## src/rtl/addr_resolver_if.sv

```systemverilog
// Request/response and pointer-memory signals of the address resolver.
// Also holds the shared AM3_* addressing-mode encodings.

`ifndef AM3_IMM
`define AM3_IMM   3'd0
`define AM3_ZPG   3'd1
`define AM3_ZPG_X 3'd2
`define AM3_ABS   3'd3
`define AM3_ABS_X 3'd4
`define AM3_ABS_Y 3'd5
`define AM3_X_IND 3'd6
`define AM3_IND_Y 3'd7
`endif

interface addr_resolver_if #(
  parameter int REG_WIDTH  = 8,
  parameter int ADDR_WIDTH = 16
);
  logic                  start;
  logic [2:0]            add_mode;
  logic [ADDR_WIDTH-1:0] operand;
  logic [REG_WIDTH-1:0]  x_reg;
  logic [REG_WIDTH-1:0]  y_reg;
  logic [ADDR_WIDTH-1:0] mem_addr;
  logic                  mem_rd;
  logic [REG_WIDTH-1:0]  mem_data;
  logic [ADDR_WIDTH-1:0] eff_addr;
  logic                  is_imm;
  logic                  page_cross;
  logic                  busy;
  logic                  done;

  // fetcher + memory side
  modport master (
    output start, add_mode, operand, x_reg, y_reg, mem_data,
    input  mem_addr, mem_rd, eff_addr, is_imm, page_cross, busy, done
  );

  // resolver side
  modport slave (
    input  start, add_mode, operand, x_reg, y_reg, mem_data,
    output mem_addr, mem_rd, eff_addr, is_imm, page_cross, busy, done
  );
endinterface

```

## src/rtl/addr_resolver.sv

```systemverilog
// Effective-address resolver for 6502-style addressing modes.
// Direct modes resolve in one CALC cycle; indirect modes read a two-byte
// zero-page pointer (PTR_LO, PTR_HI) and finish in DONE.
// Optional feature: define PAGE_CROSS_EN to enable the page_cross flag;
// otherwise page_cross is tied low.

module addr_resolver #(
  parameter int REG_WIDTH  = 8,
  parameter int ADDR_WIDTH = 16
) (
  input  logic          clk,
  input  logic          reset,
  addr_resolver_if.slave bus
);
  localparam int HI_W = ADDR_WIDTH - REG_WIDTH;

  typedef enum logic [2:0] {IDLE, CALC, PTR_LO, PTR_HI, DONE} state_t;

  state_t                state, state_n;
  logic [2:0]            mode_q;
  logic [ADDR_WIDTH-1:0] op_q;
  logic [REG_WIDTH-1:0]  idx_q;
  logic [REG_WIDTH-1:0]  ptr_q;
  logic [REG_WIDTH-1:0]  lo_q;
  logic [ADDR_WIDTH-1:0] res_q;
  logic                  imm_q;

  logic                  ptr_req, ptr_mode, use_y;
  logic [REG_WIDTH-1:0]  req_lo;
  logic [ADDR_WIDTH-1:0] calc_res, ptr_base, ptr_res;

  assign req_lo   = bus.operand[REG_WIDTH-1:0];
  assign ptr_req  = (bus.add_mode == `AM3_X_IND) || (bus.add_mode == `AM3_IND_Y);
  assign use_y    = (bus.add_mode == `AM3_ABS_Y) || (bus.add_mode == `AM3_IND_Y);
  assign ptr_mode = (mode_q == `AM3_X_IND) || (mode_q == `AM3_IND_Y);

  // state register
  always_ff @(posedge clk or posedge reset) begin
    if (reset) state <= IDLE;
    else       state <= state_n;
  end

  // next state and pointer-read strobe/address
  always_comb begin
    state_n      = state;
    bus.mem_rd   = 1'b0;
    bus.mem_addr = '0;
    case (state)
      IDLE:   if (bus.start) state_n = ptr_req ? PTR_LO : CALC;
      CALC:   state_n = DONE;
      PTR_LO: begin
        bus.mem_rd   = 1'b1;
        bus.mem_addr = {{HI_W{1'b0}}, ptr_q};
        state_n      = PTR_HI;
      end
      PTR_HI: begin
        bus.mem_rd   = 1'b1;
        bus.mem_addr = {{HI_W{1'b0}}, ptr_q + REG_WIDTH'(1)};  // wraps inside page zero
        state_n      = DONE;
      end
      DONE:   state_n = IDLE;
      default: state_n = IDLE;
    endcase
  end

  // direct-mode result from the captured request
  always_comb begin
    calc_res = op_q;
    case (mode_q)
      `AM3_ZPG:   calc_res = {{HI_W{1'b0}}, op_q[REG_WIDTH-1:0]};
      `AM3_ZPG_X: calc_res = {{HI_W{1'b0}}, op_q[REG_WIDTH-1:0] + idx_q};
      `AM3_ABS_X,
      `AM3_ABS_Y: calc_res = op_q + {{HI_W{1'b0}}, idx_q};
      default:    calc_res = op_q;
    endcase
  end

  // high pointer byte arrives on mem_data during DONE, so the indirect result
  // is formed there and passed straight through while done is high
  assign ptr_base = ADDR_WIDTH'({bus.mem_data, lo_q});
  assign ptr_res  = (mode_q == `AM3_IND_Y) ? ptr_base + {{HI_W{1'b0}}, idx_q} : ptr_base;

  // request capture, pointer low byte and held result
  always_ff @(posedge clk or posedge reset) begin
    if (reset) begin
      mode_q <= '0;
      op_q   <= '0;
      idx_q  <= '0;
      ptr_q  <= '0;
      lo_q   <= '0;
      res_q  <= '0;
      imm_q  <= 1'b0;
    end else begin
      case (state)
        IDLE: if (bus.start) begin
          mode_q <= bus.add_mode;
          op_q   <= bus.operand;
          idx_q  <= use_y ? bus.y_reg : bus.x_reg;
          ptr_q  <= (bus.add_mode == `AM3_X_IND) ? req_lo + bus.x_reg : req_lo;
        end
        CALC: begin
          res_q <= calc_res;
          imm_q <= (mode_q == `AM3_IMM);
        end
        PTR_HI: begin
          lo_q  <= bus.mem_data;
          imm_q <= 1'b0;
        end
        DONE: if (ptr_mode) res_q <= ptr_res;
        default: ;
      endcase
    end
  end

  assign bus.eff_addr = (state == DONE && ptr_mode) ? ptr_res : res_q;
  assign bus.is_imm   = imm_q;
  assign bus.done     = (state == DONE);
  assign bus.busy     = (state != IDLE);

`ifdef PAGE_CROSS_EN
  logic pc_q, calc_pc, ptr_pc;

  assign calc_pc = ((mode_q == `AM3_ABS_X) || (mode_q == `AM3_ABS_Y)) &&
                   (calc_res[ADDR_WIDTH-1:REG_WIDTH] != op_q[ADDR_WIDTH-1:REG_WIDTH]);
  assign ptr_pc  = (mode_q == `AM3_IND_Y) &&
                   (ptr_res[ADDR_WIDTH-1:REG_WIDTH] != ptr_base[ADDR_WIDTH-1:REG_WIDTH]);

  // page-cross flag, updated alongside the result
  always_ff @(posedge clk or posedge reset) begin
    if (reset)                         pc_q <= 1'b0;
    else if (state == CALC)            pc_q <= calc_pc;
    else if (state == DONE && ptr_mode) pc_q <= ptr_pc;
  end

  assign bus.page_cross = (state == DONE && ptr_mode) ? ptr_pc : pc_q;
`else
  assign bus.page_cross = 1'b0;
`endif

endmodule

```

## src/flat_wrapper.sv

```systemverilog
// flat-port wrapper written by rule: the top's interface ports become plain ports
module addr_resolver_flat 
#(
  parameter int REG_WIDTH  = 8,
  parameter int ADDR_WIDTH = 16
)
  (clk, reset, bus_start, bus_add_mode, bus_operand, bus_x_reg, bus_y_reg, bus_mem_data, bus_mem_addr, bus_mem_rd, bus_eff_addr, bus_is_imm, bus_page_cross, bus_busy, bus_done);
  addr_resolver_if #(.REG_WIDTH(REG_WIDTH), .ADDR_WIDTH(ADDR_WIDTH)) bus_i ();
  input  logic clk;
  input  logic reset;
  input wire logic [$bits(bus_i.start)-1:0] bus_start;
  input wire logic [$bits(bus_i.add_mode)-1:0] bus_add_mode;
  input wire logic [$bits(bus_i.operand)-1:0] bus_operand;
  input wire logic [$bits(bus_i.x_reg)-1:0] bus_x_reg;
  input wire logic [$bits(bus_i.y_reg)-1:0] bus_y_reg;
  input wire logic [$bits(bus_i.mem_data)-1:0] bus_mem_data;
  output wire logic [$bits(bus_i.mem_addr)-1:0] bus_mem_addr;
  output wire logic [$bits(bus_i.mem_rd)-1:0] bus_mem_rd;
  output wire logic [$bits(bus_i.eff_addr)-1:0] bus_eff_addr;
  output wire logic [$bits(bus_i.is_imm)-1:0] bus_is_imm;
  output wire logic [$bits(bus_i.page_cross)-1:0] bus_page_cross;
  output wire logic [$bits(bus_i.busy)-1:0] bus_busy;
  output wire logic [$bits(bus_i.done)-1:0] bus_done;
  assign bus_i.start = bus_start;
  assign bus_i.add_mode = bus_add_mode;
  assign bus_i.operand = bus_operand;
  assign bus_i.x_reg = bus_x_reg;
  assign bus_i.y_reg = bus_y_reg;
  assign bus_i.mem_data = bus_mem_data;
  assign bus_mem_addr = bus_i.mem_addr;
  assign bus_mem_rd = bus_i.mem_rd;
  assign bus_eff_addr = bus_i.eff_addr;
  assign bus_is_imm = bus_i.is_imm;
  assign bus_page_cross = bus_i.page_cross;
  assign bus_busy = bus_i.busy;
  assign bus_done = bus_i.done;
  addr_resolver #(.REG_WIDTH(REG_WIDTH), .ADDR_WIDTH(ADDR_WIDTH)) u_core (.clk(clk), .reset(reset), .bus(bus_i));
endmodule
```

## config.mk

```make
export PLATFORM = sky130hd
export DESIGN_NAME = addr_resolver_flat
export DESIGN_NICKNAME = d
export VERILOG_FILES = /design/src/rtl/addr_resolver_if.sv /design/src/rtl/addr_resolver.sv /design/src/flat_wrapper.sv
export SDC_FILE = /design/constraint.sdc
export NUM_CORES = 1
export LEC_CHECK = 0
export ABC_AREA = 1
export BUFFER_PORTS_ARGS = -buffer_cell sky130_fd_sc_hd__buf_2
export CORE_MARGIN = 2
export CORE_UTILIZATION = 40
export CTS_BUF_LIST = sky130_fd_sc_hd__clkbuf_16
export DETAILED_ROUTE_END_ITERATION = 10
export PLACE_DENSITY = 0.6
export SETUP_SLACK_MARGIN = 0.02
export SYNTH_ARGS = -nofsm -noshare
export SYNTH_HDL_FRONTEND = slang
export SYNTH_SLANG_ARGS = --single-unit
```

## constraint.sdc

```tcl
create_clock -name clk -period 3.09 [get_ports clk]
set_input_delay 0.1545 -clock clk [delete_from_list [all_inputs] [get_ports clk]]
set_output_delay 0.1545 -clock clk [all_outputs]
set_load 0.01 [all_outputs]
```

==> run metrics, run 1 <==
crit path DAT=2350 ps; Sink Count=63; routability cong.=0.972; number of global-route vias before repair=4,971; post-route setup TNS=0 ps; final max-slew violation count=0; Worst-Skew Late Latency=340 ps; WL per Instance=15.0 um; Antenna diodes=0; Core ar.=12,100 um^2; DR iter-0 viols=329; Max transition margin=47.6%; Seq pwr share=26.0%; critical path class=register to primary output; first-pass GRT wire length=25.0 mm; top cell type by total area after synthesis=dfrtp_1; Max clock buf depth=2; Via density=5.11; total gr overflow=0; crit path time final=2510 ps; Remaining DRCs=0; Worst Hold Slack=4.15 ps; Int Pwr=0.00309 W; period utilization=81.2%; Worst Skew=3.34 ps; Clk pwr share=16.5%; hpwl dp=11.8 mm; hold path depth=3; Mapped Cells=773; Layout Area Growth over Synthesis=15.5%; Non-Filler Instances=1,014; Psw=0.00310 W; Reg clk slew, reported paths=60 ps; dpl cells=997; FFs w/ async S/R, synth=100%; Placed Area=5480 um^2; unrepaired setup endpoints after global routing=false; Max Cap Viol=0; H-tree levels=3; fin util=47.8%; Post-synth top flop=dfrtp_1; Crit Reg-Reg Startpoint=u_core.state[2]$_DFFE_PP0P_; Routed WL=15.2 mm; HP Class=input pin to register; number of CTS-inserted buffers=9; # port buffers=73; Final Hold Fails=0; worst r2r path cells=10; Post-DRT Antenna Nets=0; largest net degree at the start of global routing=51; GR Util All Layers=24.3%; synth top area cells=dfrtp_1, nand2_1, nand3_1, o21ai_0, inv_1; syn avg cell area=6.48 um^2; root buf cell=clkbuf_16; initial core utilization=41.3%; FMAX=399 MHz; initial antenna violation count=0; FP Rows=40; die extent in x=116 um; die area=13,400 um^2; Worst Max-Slew Pin Slew=784 ps; VDD IR max=718 uV; number of distinct library cells after synthesis=39; Resized cells post-CTS=0; Leakage=3.12 nW; most frequent cell after synthesis=nand2_1; Ys Warns=0; Post-Syn Area=5010 um^2; Switching Fraction=50.1%; share of layout cells above drive strength 1=12.4%; Final Setup Violations=0; worst endpoint required time=2940 ps; Commonest cells post-synth=nand2_1, inv_1, nand3_1; CP max FO=4; sequential area share after synthesis=31.5%; Yosys top cell area share=31.5%; Final Instance Area=5790 um^2; I/O Pins=83; startpoint type of the worst setup path=register; routed via count=5,181; crit path launch=u_core.idx_q[0]$_DFFE_PP0P_; CTS tree=yes; EDFF count, synth=0; die height=116 um; crit end category=primary output; Gate power share=57.5%; drt pass-1 iters=5; hold path startpoint=bus_operand[11]; post-synthesis register bit count=63; Nets=915; Filler Cell Count=1,314; status=complete, no violations; PD cells=1070 nW/um^2
-- power by group through the flow --
stage               clock network [W]  registers, W  logic (W)
global route                  0.00107       0.00166    0.00410
floorplan                           0       0.00148    0.00269
global placement                    0       0.00160    0.00350
detailed placement                  0       0.00161    0.00353
CTS                           0.00103       0.00160    0.00356
finish                        0.00102       0.00161    0.00356
-- final timing paths --
check | slack [ps] | endpoint
worst max-delay path | 580 | bus_eff_addr[8]
worst max register to register | 980 | u_core.res_q[3]$_DFFE_PP0P_
worst min-delay path | 4 | u_core.op_q[11]$_DFFE_PP0P_
worst min register to register | 480 | u_core.res_q[15]$_DFFE_PP0P_
min in group asynchronous | 290 | u_core.idx_q[0]$_DFFE_PP0P_
max in group asynchronous | 1780 | u_core.mode_q[2]$_DFFE_PP0P_
-- metal layers --
metal | share of wire (%) | track usage [%] | vias up
li1 | - | - | 2612
met1 | 47 | 32.1 | 2408
met2 | 46 | 39.4 | 130
met3 | 4.1 | 3.03 | 31
met4 | 3.2 | 12.0 | 0
met5 | 0 | 0 | -
-- area by class of cell --
type                       count  area (um^2)  area share [%]
clock inverter                 6         62.6            1.08
sequential                    63         1580            27.2
multi-input combinational    599         2950            51.0
tap                          168          210            3.63
clock buffer                   9          225            3.89
inverter                      88          330            5.71
timing repair buffer          81          430            7.44
-- registers in the layout (all words and copies together), names as in the netlist --
register / count
u_core.op_q: 16
u_core.ptr_q: 8
u_core.state: 3
u_core.idx_q: 8
u_core.lo_q: 8
u_core.res_q: 16
u_core.bus.is_imm: 1
u_core.mode_q: 3
-- layout by cell type, fill, tap and decap left out, types with 7 or more instances in the layout --
cell,n
o21ai_0,66
nand2_1,291
ha_1,24
clkbuf_16,9
a21oi_1,20
conb_1,9
o31ai_1,7
nand3_1,73
nor2_1,51
inv_1,81
dfrtp_1,63
o211ai_1,7
buf_2,73
-- per-stage QoR --
stage / worst slack [ps] / power [W]
6_report: 581 / 0.00619
5_1_grt: 410 / 0.00684
4_1_cts: 588 / 0.00620
3_5_place_dp: 964 / 0.00515
3_3_place_gp: 988 / 0.00510
2_1_floorplan: 1230 / 0.00417
-- kinds of logic (layout without fill, tap and decap cells) --
kind of cell | count (synthesis) | in the layout | share of synthesized area (%)
xor+xnor | 10 | 10 | 1.75
mux | 1 | 1 | 0.200
flops | 63 | 63 | 31.5
buf+inv | 119 | 184 | 10.2
simple gates | 435 | 435 | 35.9
other cells | 1 | 9 | 0.0749
compound gates | 117 | 117 | 13.2
fa+ha+maj | 27 | 27 | 7.20
-- critical path: stages, from the launching register on --
cell	delay (ps)
dfrtp_1	410
ha_1	240
fa_1	420
nand3_1	110
nand3_1	150
nand2_1	100
nand2_1	110
nand2_1	80
nand2_1	70
nand2_1	90
nand2_1	60
nand2_1	70
buf_2	120
-- timing repair --
item | in CTS | in global routing
setup buffers | 0 | 0
hold endpoints to repair | 14 | 0
hold buffers | 2 | 0
Note: power is estimated with default switching activity, not from simulation.
==> run 2: changes to the inputs <==
ABC_AREA = 0   (was 1)
PLACE_DENSITY = 0.63   (was 0.6)
clock period = 2.3 ns   (was 3.09 ns; I/O delays follow)
==> run metrics, run 2 <==
syn avg cell area=8.64 um^2; initial core utilization=41.3%; Reg clk slew, reported paths=60 ps; Top Registers=u_core.op_q: 16 flops, u_core.res_q: 16 flops; Worst Hold Slack=13.7 ps; Worst-Skew Late Latency=330 ps; period utilization=114%; Remaining DRCs=0; Routed WL=12.4 mm; Max transition margin=60.4%; Final Instance Area=6090 um^2; Via density=5.27; WL per Instance=15.7 um; status=finished, violations left; startpoint type of the worst setup path=register; Worst Max-Slew Pin Slew=593 ps; post-synthesis register bit count=63; drt pass-1 iters=5; Max clock buf depth=2; worst endpoint required time=2180 ps; most common cell after layout, fill and taps aside=nand2_1; Mapped Cells=520; share of layout cells above drive strength 1=34.5%; DR iter-0 viols=267; total gr overflow=0; routability cong.=0.875; final max-slew violation count=0; # port buffers=73; VDD IR max=667 uV; final worst slack=-323 ps; FFs w/ async S/R, synth=100%; Post-DRT Antenna Nets=0; crit path DAT=2510 ps; Sink Count=63; EDFF count, synth=0; Post-Syn Area=4490 um^2; Placed Area=5140 um^2; number of CTS-inserted buffers=9; number of global-route vias before repair=4,112; I/O Pins=83; routed via count=4,160; FP Rows=38; Antenna diodes=0; most frequent cell after synthesis=nand2_1; CTS tree=yes; root buf cell=clkbuf_16; Worst Skew=5.50 ps; Core ar.=10,900 um^2; most frequent cells in the layout=nand2_1, buf_2, dfrtp_1, buf_4, nor2_1; first-pass GRT wire length=19.7 mm; CP max FO=4; GR Util All Layers=21.1%; H-tree levels=3; Final Setup Violations=16; crit end category=primary output; number of distinct library cells after synthesis=64; hpwl dp=8.94 mm; PD cells=1450 nW/um^2; Final Hold Fails=0; Ys Warns=0; unrepaired setup endpoints after global routing=true; top cell type by total area after synthesis=dfrtp_1; die area=12,100 um^2; synth top area cells=dfrtp_1, nand2_1, ha_1, xor2_1, o21ai_0; die height=110 um; Max Cap Viol=0; Leakage=2.92 nW; Post-synth top flop=dfrtp_1; largest net degree at the start of global routing=47; initial antenna violation count=0; crit path time final=2620 ps; die extent in x=110 um; FMAX=381 MHz; Yosys top cell area share=35.1%; critical path class=register to primary output; sequential area share after synthesis=35.1%; violated checks=negative setup slack; Layout Area Growth over Synthesis=35.4%; Nets=717; HP Class=input pin to register; Commonest cells post-synth=nand2_1, dfrtp_1, o21ai_0
## run 2: cell count changes after synthesis, moves of 13 or more
cell / before / now
nand2_1: 291 / 120
inv_1: 82 / 14
nand3_1: 73 / 5
o21ai_0: 66 / 33
nor2_1: 51 / 30
xor2_1: 6 / 24
mux2i_1: 1 / 14
## run 2: area by class of cell
| class | count | area (um^2) |
|---|---|---|
| Clock inverter | 7 | 88.8 |
| Multi-Input combinational cell | 421 | 3070 |
| Clock buffer | 9 | 225 |
| Tap cell | 140 | 175 |
| Fill cell | 960 | 4800 |
| Timing Repair Buffer | 135 | 896 |
| Sequential cell | 63 | 1580 |
| Inverter | 14 | 52.6 |
## run 2: per-stage QoR
step                setup TNS, ps  utilization [%]  worst slack (ps)  std cells  power, W
detailed placement          -1120             47.2              -155        740   0.00642
floorplan                       0                -              78.2        528   0.00508
CTS                         -2850             54.2              -263        788   0.00833
global route                -4660             55.9              -415        789   0.00947
finish                      -2830             55.9              -323        789   0.00880
global placement             -328             47.2             -82.5        740   0.00632
## run 2: logic make-up (layout without fill, tap and decap cells)
logic type | after synthesis | count (layout) | share of synthesized area [%]
buffers and inverters | 44 | 165 | 4.70
adder cells (fa/ha/maj) | 27 | 27 | 8.02
other | 1 | 9 | 0.0834
XOR/XNOR | 37 | 37 | 7.88
AO/OA/AOI/OAI | 123 | 123 | 18.8
flip-flops | 63 | 63 | 35.1
AND/OR/NAND/NOR | 203 | 203 | 20.3
multiplexers | 22 | 22 | 5.12
## run 2: timing repair
action,4_1_cts,5_1_grt
pin swaps,34,14
setup endpoints to repair,26,29
hold buffers,9,0
buffers inserted,29,4
gates resized for setup,46,34
endpoints found under the hold margin,31,0
## run 2: report_power, final
group / switching, W / internal, W / total, W
clock: 0.000505 / 0.000940 / 0.00144
combinational: 0.00271 / 0.00244 / 0.00514
sequential: 0.000572 / 0.00164 / 0.00222
## run 2: final timing paths
check / from / slack (ps) / end / cells past startpoint
setup / recovery: u_core.idx_q[0]$_DFFE_PP0P_ / -320 / bus_eff_addr[14] / 10
hold / removal: bus_operand[7] / 10 / u_core.op_q[7]$_DFFE_PP0P_ / 3
setup reg to reg: u_core.lo_q[1]$_DFFE_PP0P_ / -60 / u_core.res_q[13]$_DFFE_PP0P_ / 11
hold reg to reg: u_core.res_q[2]$_DFFE_PP0P_ / 480 / u_core.res_q[2]$_DFFE_PP0P_ / 1
max in group asynchronous: reset / 1270 / u_core.lo_q[1]$_DFFE_PP0P_ / 4
min in group asynchronous: reset / 400 / u_core.op_q[15]$_DFFE_PP0P_ / 3
## run 2: per-layer routing
metal / routed length (um) / up-vias / GRT usage (%) / part of all wire [%]
li1: - / 2045 / - / -
met1: 5670 / 2000 / 27.6 / 46
met4: 254 / 0 / 7.50 / 2.1
met3: 456 / 19 / 3.70 / 3.7
met2: 5980 / 96 / 35.0 / 48
met5: 0 / - / 0 / 0
## run 2: critical path: stages (launching register included)
cell	delay [ps]
dfrtp_1	380
ha_2	210
fa_2	370
a21o_1	180
a21oi_2	210
o21a_1	200
nor2_4	80
nand2_2	90
xor2_2	200
o21ai_1	100
buf_2	150
